--- src/rtl/brubb_dl_router_if.sv ---
// HPS download bus: ioctl stream in, ROM write port out.
// master = HPS/loader side, slave = router side.
interface brubb_dl_router_if;
  logic        ioctl_download;
  logic        ioctl_wr;
  logic [7:0]  ioctl_index;
  logic [24:0] ioctl_addr;
  logic [7:0]  ioctl_dout;
  logic [16:0] dn_addr;
  logic [7:0]  dn_data;
  logic        dn_wr;

  modport master (
    output ioctl_download, ioctl_wr,
    output ioctl_index, ioctl_addr, ioctl_dout,
    input  dn_addr, dn_data, dn_wr
  );

  modport slave (
    input  ioctl_download, ioctl_wr,
    input  ioctl_index, ioctl_addr, ioctl_dout,
    output dn_addr, dn_data, dn_wr
  );
endinterface

--- src/rtl/brubb_dl_router.sv ---
// Routes HPS download stream to ROM port and DIP regs,
// and sequences the game core reset around ROM loads.
module brubb_dl_router #(
  parameter int ROM_SIZE    = 98304,
  parameter int HOLD_CYCLES = 16
) (
  input  logic        clk_sys,
  input  logic        reset_n,
  brubb_dl_router_if.slave bus,
  output logic [7:0]  dsw0,
  output logic [7:0]  dsw1,
  output logic        core_reset,
  output logic        rom_loaded,
  output logic        rom_overflow,
  output logic [16:0] byte_count
);

  typedef enum logic [1:0] {
    S_IDLE, S_LOAD, S_HOLD, S_READY
  } state_t;

  localparam logic [7:0]  HOLD_INIT = 8'(HOLD_CYCLES);
  localparam logic [24:0] ROM_LIM   = 25'(ROM_SIZE);
  localparam logic [31:0] ROM_FULL  = 32'(ROM_SIZE);

  state_t      state_q, state_d;
  logic [1:0]  rst_sync_q, rst_sync_d;
  logic [7:0]  hold_q, hold_d;
  logic [16:0] cnt_q, cnt_d, cnt_base;
  logic        ovf_q, ovf_d;
  logic        loaded_q, loaded_d;
  logic        cr_q, cr_d;
  logic        wr_q, wr_d;
  logic [16:0] addr_q, addr_d;
  logic [7:0]  data_q, data_d;
  logic [7:0]  dsw0_q, dsw0_d;
  logic [7:0]  dsw1_q, dsw1_d;
  logic        run, restart;
  logic        start, rom_stb, rom_ok;
  logic        rom_oob, dip_stb;

  assign run     = rst_sync_q[1];
  assign start   = bus.ioctl_download &&
                   (bus.ioctl_index == 8'd0);
  assign rom_stb = bus.ioctl_wr && start;
  assign rom_ok  = rom_stb &&
                   (bus.ioctl_addr < ROM_LIM);
  assign rom_oob = rom_stb && !rom_ok;
  assign dip_stb = bus.ioctl_wr &&
                   (bus.ioctl_index == 8'd254) &&
                   (bus.ioctl_addr[24:1] == 24'd0);

  // Reset release synchronizer; assertion stays async.
  always_comb begin
    rst_sync_d = {rst_sync_q[0], 1'b1};
  end

  // Synchronizer flops.
  always_ff @(posedge clk_sys or negedge reset_n) begin
    if (!reset_n) rst_sync_q <= 2'b00;
    else          rst_sync_q <= rst_sync_d;
  end

  // Next state and hold countdown.
  always_comb begin
    state_d = state_q;
    hold_d  = hold_q;
    restart = 1'b0;
    unique case (state_q)
      S_IDLE, S_READY: begin
        if (start) begin
          state_d = S_LOAD;
          restart = 1'b1;
        end
      end
      S_LOAD: begin
        if (!bus.ioctl_download) state_d = S_HOLD;
      end
      S_HOLD: begin
        if (start) begin
          state_d = S_LOAD;
          restart = 1'b1;
        end else if (hold_q == 8'd1) begin
          state_d = S_READY;
        end else begin
          hold_d = hold_q - 8'd1;
        end
      end
      default: state_d = S_IDLE;
    endcase
    if (restart) hold_d = HOLD_INIT;
  end

  // ROM port, status flags and DIP capture.
  always_comb begin
    cnt_base = restart ? 17'd0 : cnt_q;
    cnt_d    = cnt_base;
    if (rom_ok && (cnt_base != '1))
      cnt_d = cnt_base + 17'd1;
    ovf_d    = (ovf_q && !restart) || rom_oob;
    loaded_d = loaded_q && !restart;
    if ((state_q == S_LOAD) && !bus.ioctl_download)
      loaded_d = ({15'd0, cnt_q} == ROM_FULL) &&
                 !ovf_q;
    wr_d   = rom_ok;
    addr_d = rom_ok ? bus.ioctl_addr[16:0] : addr_q;
    data_d = rom_ok ? bus.ioctl_dout : data_q;
    dsw0_d = dsw0_q;
    dsw1_d = dsw1_q;
    if (dip_stb && !bus.ioctl_addr[0])
      dsw0_d = bus.ioctl_dout;
    if (dip_stb && bus.ioctl_addr[0])
      dsw1_d = bus.ioctl_dout;
    cr_d = (state_d != S_READY);
  end

  // State and output registers, frozen until sync release.
  always_ff @(posedge clk_sys or negedge reset_n) begin
    if (!reset_n) begin
      state_q  <= S_IDLE;
      hold_q   <= 8'd0;
      cnt_q    <= 17'd0;
      ovf_q    <= 1'b0;
      loaded_q <= 1'b0;
      cr_q     <= 1'b1;
      wr_q     <= 1'b0;
      addr_q   <= 17'd0;
      data_q   <= 8'd0;
      dsw0_q   <= 8'd0;
      dsw1_q   <= 8'd0;
    end else if (run) begin
      state_q  <= state_d;
      hold_q   <= hold_d;
      cnt_q    <= cnt_d;
      ovf_q    <= ovf_d;
      loaded_q <= loaded_d;
      cr_q     <= cr_d;
      wr_q     <= wr_d;
      addr_q   <= addr_d;
      data_q   <= data_d;
      dsw0_q   <= dsw0_d;
      dsw1_q   <= dsw1_d;
    end
  end

  assign bus.dn_wr   = wr_q;
  assign bus.dn_addr = addr_q;
  assign bus.dn_data = data_q;
  assign dsw0         = dsw0_q;
  assign dsw1         = dsw1_q;
  assign core_reset   = cr_q;
  assign rom_loaded   = loaded_q;
  assign rom_overflow = ovf_q;
  assign byte_count   = cnt_q;

endmodule

--- src/flat_wrapper.sv ---
// flat-port wrapper written by rule: the top's interface ports become plain ports
module brubb_dl_router_flat 
#(
  parameter int ROM_SIZE    = 98304,
  parameter int HOLD_CYCLES = 16
)
  (clk_sys, reset_n, dsw0, dsw1, core_reset, rom_loaded, rom_overflow, byte_count, bus_ioctl_download, bus_ioctl_wr, bus_ioctl_index, bus_ioctl_addr, bus_ioctl_dout, bus_dn_addr, bus_dn_data, bus_dn_wr);
  brubb_dl_router_if bus_i ();
  input  logic clk_sys;
  input  logic reset_n;
  output logic [7:0] dsw0;
  output logic [7:0] dsw1;
  output logic core_reset;
  output logic rom_loaded;
  output logic rom_overflow;
  output logic [16:0] byte_count;
  input wire logic [$bits(bus_i.ioctl_download)-1:0] bus_ioctl_download;
  input wire logic [$bits(bus_i.ioctl_wr)-1:0] bus_ioctl_wr;
  input wire logic [$bits(bus_i.ioctl_index)-1:0] bus_ioctl_index;
  input wire logic [$bits(bus_i.ioctl_addr)-1:0] bus_ioctl_addr;
  input wire logic [$bits(bus_i.ioctl_dout)-1:0] bus_ioctl_dout;
  output wire logic [$bits(bus_i.dn_addr)-1:0] bus_dn_addr;
  output wire logic [$bits(bus_i.dn_data)-1:0] bus_dn_data;
  output wire logic [$bits(bus_i.dn_wr)-1:0] bus_dn_wr;
  assign bus_i.ioctl_download = bus_ioctl_download;
  assign bus_i.ioctl_wr = bus_ioctl_wr;
  assign bus_i.ioctl_index = bus_ioctl_index;
  assign bus_i.ioctl_addr = bus_ioctl_addr;
  assign bus_i.ioctl_dout = bus_ioctl_dout;
  assign bus_dn_addr = bus_i.dn_addr;
  assign bus_dn_data = bus_i.dn_data;
  assign bus_dn_wr = bus_i.dn_wr;
  brubb_dl_router #(.ROM_SIZE(ROM_SIZE), .HOLD_CYCLES(HOLD_CYCLES)) u_core (.clk_sys(clk_sys), .reset_n(reset_n), .bus(bus_i), .dsw0(dsw0), .dsw1(dsw1), .core_reset(core_reset), .rom_loaded(rom_loaded), .rom_overflow(rom_overflow), .byte_count(byte_count));
endmodule
--- config.mk ---
export PLATFORM = sky130hd
export DESIGN_NAME = brubb_dl_router_flat
export DESIGN_NICKNAME = d
export VERILOG_FILES = /design/src/rtl/brubb_dl_router_if.sv /design/src/rtl/brubb_dl_router.sv /design/src/flat_wrapper.sv
export SDC_FILE = /design/constraint.sdc
export NUM_CORES = 1
export LEC_CHECK = 0
export BUFFER_PORTS_ARGS = -buffer_cell sky130_fd_sc_hd__buf_2
export CAP_MARGIN = 10
export CORE_MARGIN = 1.5
export CORE_UTILIZATION = 50
export CTS_CLUSTER_DIAMETER = 200
export CTS_CLUSTER_SIZE = 10
export DETAILED_ROUTE_END_ITERATION = 10
export PLACE_DENSITY = 0.77
export SLEW_MARGIN = 10
export SYNTH_ARGS = -nofsm -noshare
export SYNTH_HDL_FRONTEND = slang
export SYNTH_SLANG_ARGS = --single-unit
--- constraint.sdc ---
create_clock -name clk_sys -period 4 [get_ports clk_sys]
set_input_delay 0.6 -clock clk_sys [delete_from_list [all_inputs] [get_ports clk_sys]]
set_output_delay 0.6 -clock clk_sys [all_outputs]
set_load 0.02 [all_outputs]
==> impl_metrics.yaml, run 1 <==
outcome:
  status: "completed"
final_layout:
  final_cell_count_no_fill: 532
  drive_above_1_share: 0.416
  diodes: 0
  synthToLayoutAreaGrowth_pct: 22.1
  nets: 480
  utilization: 0.629
global_routing:
  gr-total-overflow: 0
  grt_use_met3: 0.0600
  grt_max_degree: 75
  grt_pass1_wl_um: 13800
  grt_pass1_vias: 2898
  grt.busiest_layer: "met2"
  antenna_found_initial: 0
  grt.met1_usage: 0.314
  grt_usage: 0.229
  met2_usage: 0.357
clocking:
  clock_sinks: 74
  clk_latency_ns: 0.35
  cts_tree: "built"
  cts_root_buf: "clkbuf_8"
  cts_max_path_buffers: 2
  cts_hold_buf: 0
  cts_max_level: 3
  path_clk_slew_ns: 0.08
  cts.repair.resized: 0
  cts_setup_buffers: 0
  numCtsBuffers: 9
floorplan:
  die-area_mm2: 0.00795
  ios: 107
  die_y_um: 89.2
  die_x_um: 89.2
  core_area_mm2: 0.00721
  start_util: 0.515
  row_count: 31
critical_path:
  worst-setup-path-type: "reg2reg"
  cp_max_fo: 12
  worst-path-buf-inv: 2
  start_kind: "register"
  critPathMaxStageDelay_ns: 0.48
  cpMaxStageDelayCell: "nor4b_1"
  cp.arrival_ns: 3.88
  crit_path_end_kind: "register"
  required_ns: 4.23
  critPathTopFamily: "simple AND/OR/NAND/NOR gates"
  path_cells: "inv_1 -> ha_1 -> nor4b_1 -> nand3_1 -> and2_1 -> ha_1 -> nand4_1 -> nor3_1 -> ha_1 -> nor2b_1 -> and4_2 -> nor3b_1 -> buf_4 -> nand4_1 -> xor2_1"
  critPathMostFrequentCell: "ha_1"
sta:
  fin_crit_ns: 3.65
  slew_violations: 0
  fin_hold_ws_ns: 0.346
  setup_tns_ns: 0
  rsz0062_at_grt: "no"
  setup_violations: 0
  hold_viol: 0
  final.period_utilization: 0.912
  relSlewSlack: 0.397
  tightest_slew_ns: 0.905
  clock.fmax_mhz: 274
  finalClockSkew_ns: 0.0126
routing:
  dr.pass1.iters: 5
  postRouteAntennaNets: 0
  num_vias: 3037
  wl_per_cell_um: 16.6
  drtIter0Drc: 200
  wl_um: 8830
  via_per_inst: 5.71
  drcViolationCount: 0
power_and_ir_drop:
  max-vdd-ir-drop_v: 0.000173
  finalPower_mw: 1.50
  power_density_mw_per_mm2: 331
  p_leak_nw: 2.37
synth:
  ys_ff_latch: 74
  ys.flop_type: "dfrtp_1"
  synthCells: 318
  yosysMostFrequentCell: "dfrtp_1"
  ys_types: 54
  synth.top_cell.area_share: 0.492
  synth_commonest_cells: "dfrtp_1 (73), mux2_2 (24), nand2_1 (24)"
  synth_top_area_cell: "dfrtp_1"
  syn_nets: 370
  synth-warning-count: 0
  synth_edf_count: 0
  syn_area_mm2: 0.00371
  synth.area.top_cells: "dfrtp_1 (49%), mux2_4 (7.7%), mux2_2 (7.3%), nand2_1 (2.4%), ha_1 (2.4%)"
  seq_area_frac_synth: 0.499
  avgSynthCellArea_um2: 11.7
  synthArstFlopShare: 1.00
placed_design:
  dp_hpwl_um: 6490
  gp_congestion: 0.856
  dp_cells: 516
  io_buffer_count: 106
min_path:
  holdCritPathClass: "reg2reg"
flow_run:
  drv_cap: 0
==> registers in the layout, indices dropped and copies added (netlist names) <==
| register | cells |
|---|---|
| u_core.bus.dn_addr | 17 |
| u_core.byte_count | 17 |
| u_core.bus.dn_data | 8 |
| u_core.dsw0 | 8 |
| u_core.dsw1 | 8 |
| u_core.hold_q | 8 |
| u_core.rst_sync_q | 2 |
| u_core.state_q | 2 |
| u_core.bus.dn_wr | 1 |
| u_core.core_reset | 1 |
| u_core.rom_loaded | 1 |
| u_core.rom_overflow | 1 |
==> final timing paths <==
kind	startpoint	endpoint	slack, ns	cells after the start
setup / recovery	u_core.state_q[1]$_DFFE_PN0P_	u_core.byte_count[15]$_DFFE_PN0P_	0.35	15
hold / removal	u_core.rst_sync_q[0]$_DFF_PN0_	u_core.rst_sync_q[1]$_DFF_PN0_	0.35	0
setup reg to reg	u_core.state_q[1]$_DFFE_PN0P_	u_core.byte_count[15]$_DFFE_PN0P_	0.35	15
hold reg to reg	u_core.rst_sync_q[0]$_DFF_PN0_	u_core.rst_sync_q[1]$_DFF_PN0_	0.35	0
max in group asynchronous	reset_n	u_core.state_q[0]$_DFFE_PN0P_	3.03	1
min in group asynchronous	reset_n	u_core.byte_count[7]$_DFFE_PN0P_	0.38	1
==> power by group <==
part | switching [mW] | total (mW) | internal (mW)
Combinational | 0.0616 | 0.0997 | 0.0381
Clock | 0.285 | 0.639 | 0.354
Sequential | 0.00899 | 0.763 | 0.754
Total | 0.356 | 1.50 | 1.15
==> final cells by class <==
cell class	instances	area [µm²]
fill	608	2680
tap	99	124
inverter	11	41.3
timing repair buffer	110	563
multi-input combinational	222	1740
sequential	74	1850
clock inverter	6	90.1
clock buffer	10	128
==> placed cells by master, fill, tap and decap left out, drive strengths merged, types with 3 or more instances in the layout <==
cell / Yosys / layout
clkbuf: 7 / 10
nor4: 12 / 12
a31oi: 5 / 5
ha: 7 / 7
nand3: 16 / 16
nand4: 11 / 11
xor2: 6 / 6
nor4b: 3 / 3
nor2b: 3 / 3
a21oi: 9 / 9
and4: 3 / 3
a32o: 3 / 3
and2: 7 / 7
mux2: 43 / 43
dfrtp: 73 / 73
inv: 11 / 12
o21ai: 14 / 14
nor3: 5 / 5
and3: 6 / 6
buf: 4 / 110
a22o: 3 / 3
nor2: 13 / 13
nand2: 24 / 24
==> cells by family after synthesis <==
group,count (synthesis),share of synthesized area
buffers and inverters,22,0.0334
AND/OR/NAND/NOR,114,0.184
other,1,0.00101
multiplexers,45,0.155
adder cells (fa/ha/maj),7,0.0236
flip-flops,74,0.499
XOR/XNOR,6,0.0142
AO/OA/AOI/OAI,49,0.0893
==> through the flow <==
| stage | setup WS, ns | cell area (µm²) |
|---|---|---|
| after floorplan | 0.907 | 3710 |
| after global placement | 0.547 | 4320 |
| after detailed placement | 0.411 | 4320 |
| after CTS | 0.399 | 4530 |
| after global routing | 0.0885 | 4530 |
| final | 0.351 | 4530 |
==> routing by layer <==
| metal | vias to the layer above | share of wire |
|---|---|---|
| met5 | - | 0 |
| met4 | 0 | 0.019 |
| met3 | 25 | 0.056 |
| met2 | 117 | 0.50 |
| met1 | 1490 | 0.43 |
| li1 | 1405 | - |
No activity file was read; power rests on OpenSTA's default activity.
==> run 2, diff against run 1 <==
--- a/config.mk
+++ b/config.mk
@@ -5,6 +5,7 @@
 export SDC_FILE = /design/constraint.sdc
 export NUM_CORES = 1
 export LEC_CHECK = 0
+export ABC_AREA = 1
 export BUFFER_PORTS_ARGS = -buffer_cell sky130_fd_sc_hd__buf_2
 export CAP_MARGIN = 10
 export CORE_MARGIN = 1.5
==> impl_metrics.yaml, run 2 <==
placed_design:
  gp_congestion: 0.930
  io_buffer_count: 106
  dp_cells: 655
  dp_hpwl_um: 6740
routing:
  dr.pass1.iters: 4
  wl_um: 9090
  num_vias: 3440
  postRouteAntennaNets: 0
  via_per_inst: 5.13
  drcViolationCount: 0
  drtIter0Drc: 184
  wl_per_cell_um: 13.5
synth:
  synth_commonest_cells: "nand2_1 (105), dfrtp_1 (73), inv_1 (72)"
  seq_area_frac_synth: 0.490
  synthCells: 458
  synthArstFlopShare: 1.00
  yosysMostFrequentCell: "nand2_1"
  avgSynthCellArea_um2: 8.26
  synth-warning-count: 0
  syn_nets: 510
  synth.area.top_cells: "dfrtp_1 (48%), nand2_1 (10%), inv_1 (7.1%), o21ai_0 (4.6%), nand3_1 (3.6%)"
  ys_ff_latch: 74
  synth_top_area_cell: "dfrtp_1"
  ys.flop_type: "dfrtp_1"
  ys_types: 39
  synth_edf_count: 0
  syn_area_mm2: 0.00378
  synth.top_cell.area_share: 0.483
sta:
  slew_violations: 0
  tightest_slew_ns: 0.852
  clock.fmax_mhz: 302
  setup_tns_ns: 0
  fin_crit_ns: 3.31
  final.period_utilization: 0.828
  rsz0062_at_grt: "no"
  relSlewSlack: 0.432
  finalClockSkew_ns: 0.00763
  hold_viol: 0
  setup_violations: 0
critical_path:
  cp_max_fo: 11
  required_ns: 4.24
  worst-setup-path-type: "reg2reg"
  crit_path_end_kind: "register"
  cp.arrival_ns: 3.55
  start_kind: "register"
global_routing:
  gr-total-overflow: 0
  antenna_found_initial: 0
  grt_max_degree: 50
  grt_pass1_wl_um: 15300
  grt_usage: 0.233
  grt_pass1_vias: 3374
clocking:
  cts_tree: "built"
  clock_sinks: 74
  numCtsBuffers: 9
  cts_max_path_buffers: 2
  cts_setup_buffers: 0
  cts_root_buf: "clkbuf_8"
  path_clk_slew_ns: 0.08
  clk_latency_ns: 0.35
  cts_max_level: 3
  cts.repair.resized: 0
  cts_hold_buf: 0
floorplan:
  core_area_mm2: 0.00729
  die_y_um: 90.0
  row_count: 31
  ios: 107
  start_util: 0.519
  die-area_mm2: 0.00809
  die_x_um: 90.0
final_layout:
  final_common_cell: "buf_2"
  diodes: 0
  final_cell_count_no_fill: 671
  most-common-layout-cells: "buf_2 (106), nand2_1 (105), dfrtp_1 (73)"
  nFillCells: 670
  synthToLayoutAreaGrowth_pct: 22.0
  nets: 619
  drive_above_1_share: 0.260
power_and_ir_drop:
  finalPower_mw: 1.80
  max-vdd-ir-drop_v: 0.000245
  p_leak_nw: 2.64
  power_density_mw_per_mm2: 389
flow_run:
  drv_cap: 0
outcome:
  status: "completed"
min_path:
  holdCritPathClass: "in2async"
run 2: cells by family after synthesis:
group / share of synthesized area
AOI/OAI and AO/OA: 0.0854
xor gates and xnor gates: 0.0301
adders and majority gates: 0.0232
buffers and inverters: 0.0930
DFF: 0.490
muxes: 0.00794
other: 0.000992
and+or+nand+nor: 0.269
run 2: critical path, stage by stage, from the launching register on:
cell	delay (ns)
dfrtp_1	0.38
inv_1	0.10
ha_1	0.21
inv_1	0.11
nand3_1	0.36
inv_1	0.33
nor2_1	0.07
ha_1	0.21
nand4_1	0.15
nor2_1	0.11
and3_1	0.18
ha_1	0.19
inv_1	0.12
nand3_4	0.14
nor3_1	0.30
nand3b_1	0.13
nand2_1	0.08
inv_1	0.04
run 2: layer usage:
layer | global-route usage | routed length (µm)
met5 | 0 | 0
met4 | 0.102 | 133
met2 | 0.378 | 4200
met3 | 0.0516 | 614
met1 | 0.302 | 4140
run 2: layout make-up:
| class | count | area [µm²] | area share |
|---|---|---|---|
| clock buffers | 9 | 124 | 0.0269 |
| clock inverters | 7 | 100 | 0.0217 |
| inverters | 75 | 282 | 0.0610 |
| multi-input cells | 298 | 1580 | 0.342 |
| flip-flops and latches | 74 | 1850 | 0.402 |
| well taps | 99 | 124 | 0.0269 |
| repair buffers | 109 | 553 | 0.120 |
run 2: final timing paths:
path,from,to,slack (ns),depth (start not counted)
max in group asynchronous,reset_n,u_core.core_reset$_DFFE_PN1P_,2.84,2
min,reset_n,u_core.bus.dn_addr[3]$_DFFE_PN0P_,0.36,1
max,u_core.state_q[1]$_DFFE_PN0P_,u_core.byte_count[14]$_DFFE_PN0P_,0.69,17
min reg2reg,u_core.rst_sync_q[0]$_DFF_PN0_,u_core.rst_sync_q[1]$_DFF_PN0_,0.36,0
min in group clk_sys,u_core.rst_sync_q[0]$_DFF_PN0_,u_core.rst_sync_q[1]$_DFF_PN0_,0.36,0
max reg2reg,u_core.state_q[1]$_DFFE_PN0P_,u_core.byte_count[14]$_DFFE_PN0P_,0.69,17
run 2: metrics by stage:
step	util	setup slack [ns]	cell area [µm²]	hold WS, ns
after floorplan	-	1.19	3780	0.304
after global placement	0.602	0.668	4390	0.334
after detailed placement	0.602	0.553	4390	0.339
after CTS	0.632	0.768	4610	0.365
after global routing	0.632	0.435	4610	0.370
final	0.632	0.689	4610	0.358
run 2: report_power, final:
group	total [mW]	switching [mW]	internal, mW
sequential	0.837	0.0381	0.799
combinational	0.315	0.204	0.111
clock	0.643	0.286	0.356
==> run 3, diff against run 2 <==
==> constraint.sdc (replaced) <==
create_clock -name clk_sys -period 3.1 [get_ports clk_sys]
set_input_delay 0.465 -clock clk_sys [delete_from_list [all_inputs] [get_ports clk_sys]]
set_output_delay 0.465 -clock clk_sys [all_outputs]
set_load 0.02 [all_outputs]
==> impl_metrics.yaml, run 3 (synthesis gave the netlist of run 2 again) <==
final_layout:
  synthToLayoutAreaGrowth_pct: 21.7
  final_common_cell: "buf_2"
  most-common-layout-cells: "buf_2 (106), nand2_1 (105), dfrtp_1 (73)"
  utilization: 0.631
  final_cell_count_no_fill: 673
  nets: 621
  diodes: 0
  drive_above_1_share: 0.263
  final_area_mm2: 0.00460
floorplan:
  ios: 107
  start_util: 0.519
  row_count: 31
  die-area_mm2: 0.00809
  core_area_mm2: 0.00729
  die_y_um: 90.0
  die_x_um: 90.0
clocking:
  cts_root_buf: "clkbuf_8"
  cts_max_path_buffers: 2
  cts_max_level: 3
  cts.repair.resized: 0
  clk_latency_ns: 0.35
  clock_sinks: 74
  cts_setup_buffers: 0
  cts_tree: "built"
  numCtsBuffers: 9
  path_clk_slew_ns: 0.08
  cts_hold_buf: 0
critical_path:
  r2r_end: "u_core.byte_count[15]$_DFFE_PN0P_"
  critPathLaunch: "u_core.state_q[1]$_DFFE_PN0P_"
  rrSetupSlack_ns: 0.29
  cp.arrival_ns: 3.06
  required_ns: 3.34
  reg2reg_from: "u_core.state_q[1]$_DFFE_PN0P_"
  crit_path_end_kind: "register"
  cp_max_fo: 7
  ff2ff_path_depth: 19
  crit_path_end: "u_core.byte_count[15]$_DFFE_PN0P_"
  worst-setup-path-type: "reg2reg"
  start_kind: "register"
sta:
  rsz0062_at_grt: "no"
  setup_tns_ns: 0
  slew_violations: 0
  relSlewSlack: 0.387
  clock.fmax_mhz: 355
  tightest_slew_ns: 0.920
  final.period_utilization: 0.908
  setup_slack_ns: 0.285
  setup_violations: 0
  hold_viol: 0
  fin_hold_ws_ns: 0.253
  fin_crit_ns: 2.81
  finalClockSkew_ns: 0.00994
global_routing:
  grt_max_degree: 40
  gr-total-overflow: 0
  grt.busiest_layer: "met2"
  grt.met1_usage: 0.313
  met2_usage: 0.378
  grt_pass1_wl_um: 15400
  grt_usage: 0.234
  grt_use_met3: 0.0448
  antenna_found_initial: 0
  grt_pass1_vias: 3334
routing:
  drtIter0Drc: 210
  postRouteAntennaNets: 0
  num_vias: 3402
  wl_um: 8970
  via_per_inst: 5.05
  drcViolationCount: 0
  dr.pass1.iters: 4
  wl_per_cell_um: 13.3
power_and_ir_drop:
  max-vdd-ir-drop_v: 0.000241
  finalPower_mw: 2.19
  p_leak_nw: 2.63
  power_density_mw_per_mm2: 476
placed_design:
  pre_cts_ws_ns: 0.200
  gp_congestion: 0.907
  dp_cells: 657
  io_buffer_count: 106
  dp_hpwl_um: 6670
  dpl_cell_area_mm2: 0.00442
outcome:
  status: "completed"
min_path:
  holdCritPathClass: "in2async"
flow_run:
  drv_cap: 0
[run 3: how the worst min path moves through the flow]
stage                                         startpoint                            endpoint  slack (ns)  cells after the start
after CTS                                        reset_n  u_core.bus.dn_addr[13]$_DFFE_PN0P_        0.28                      1
final                                            reset_n  u_core.bus.dn_addr[13]$_DFFE_PN0P_        0.25                      1
after global routing                             reset_n   u_core.bus.dn_addr[5]$_DFFE_PN0P_        0.33                      1
after global placement    u_core.rst_sync_q[0]$_DFF_PN0_      u_core.rst_sync_q[1]$_DFF_PN0_        0.33                      0
after detailed placement  u_core.rst_sync_q[0]$_DFF_PN0_      u_core.rst_sync_q[1]$_DFF_PN0_        0.34                      0
after floorplan                                  reset_n   u_core.bus.dn_addr[0]$_DFFE_PN0P_        0.17                      0
[run 3: worst max-delay path, stage by stage (launching register included)]
cell and delay, ns:
dfrtp_1 0.39, inv_1 0.11, ha_1 0.21, inv_1 0.10
nand3_1 0.12, nand2_1 0.10, inv_1 0.05, ha_1 0.21
nand4_1 0.16, nor2_1 0.10, and3_1 0.18, ha_1 0.19
inv_1 0.11, nand3_4 0.14, nor2_8 0.19, nand2_4 0.07
nor2_2 0.11, nand3_1 0.08, nand2_1 0.07, inv_1 0.03
[run 3: layout make-up]
class,count,area (µm²)
well taps,99,124
repair buffers,111,581
multi-input cells,298,1580
flip-flops and latches,74,1850
inverters,75,282
clock buffers,9,124
clock inverters,7,61.3
fillers,687,2690
[run 3: layer usage]
metal / part of all wire / routed length [µm] / up-vias
li1: - / - / 1691
met1: 0.46 / 4160 / 1585
met2: 0.47 / 4170 / 115
met3: 0.058 / 516 / 11
met4: 0.012 / 112 / 0
met5: 0 / 0 / -
[run 3: power by group]
part / internal [mW] / switching (mW) / total (mW)
clock: 0.304 / 0.394 / 0.698
sequential: 1.03 / 0.0528 / 1.08
combinational: 0.144 / 0.263 / 0.407
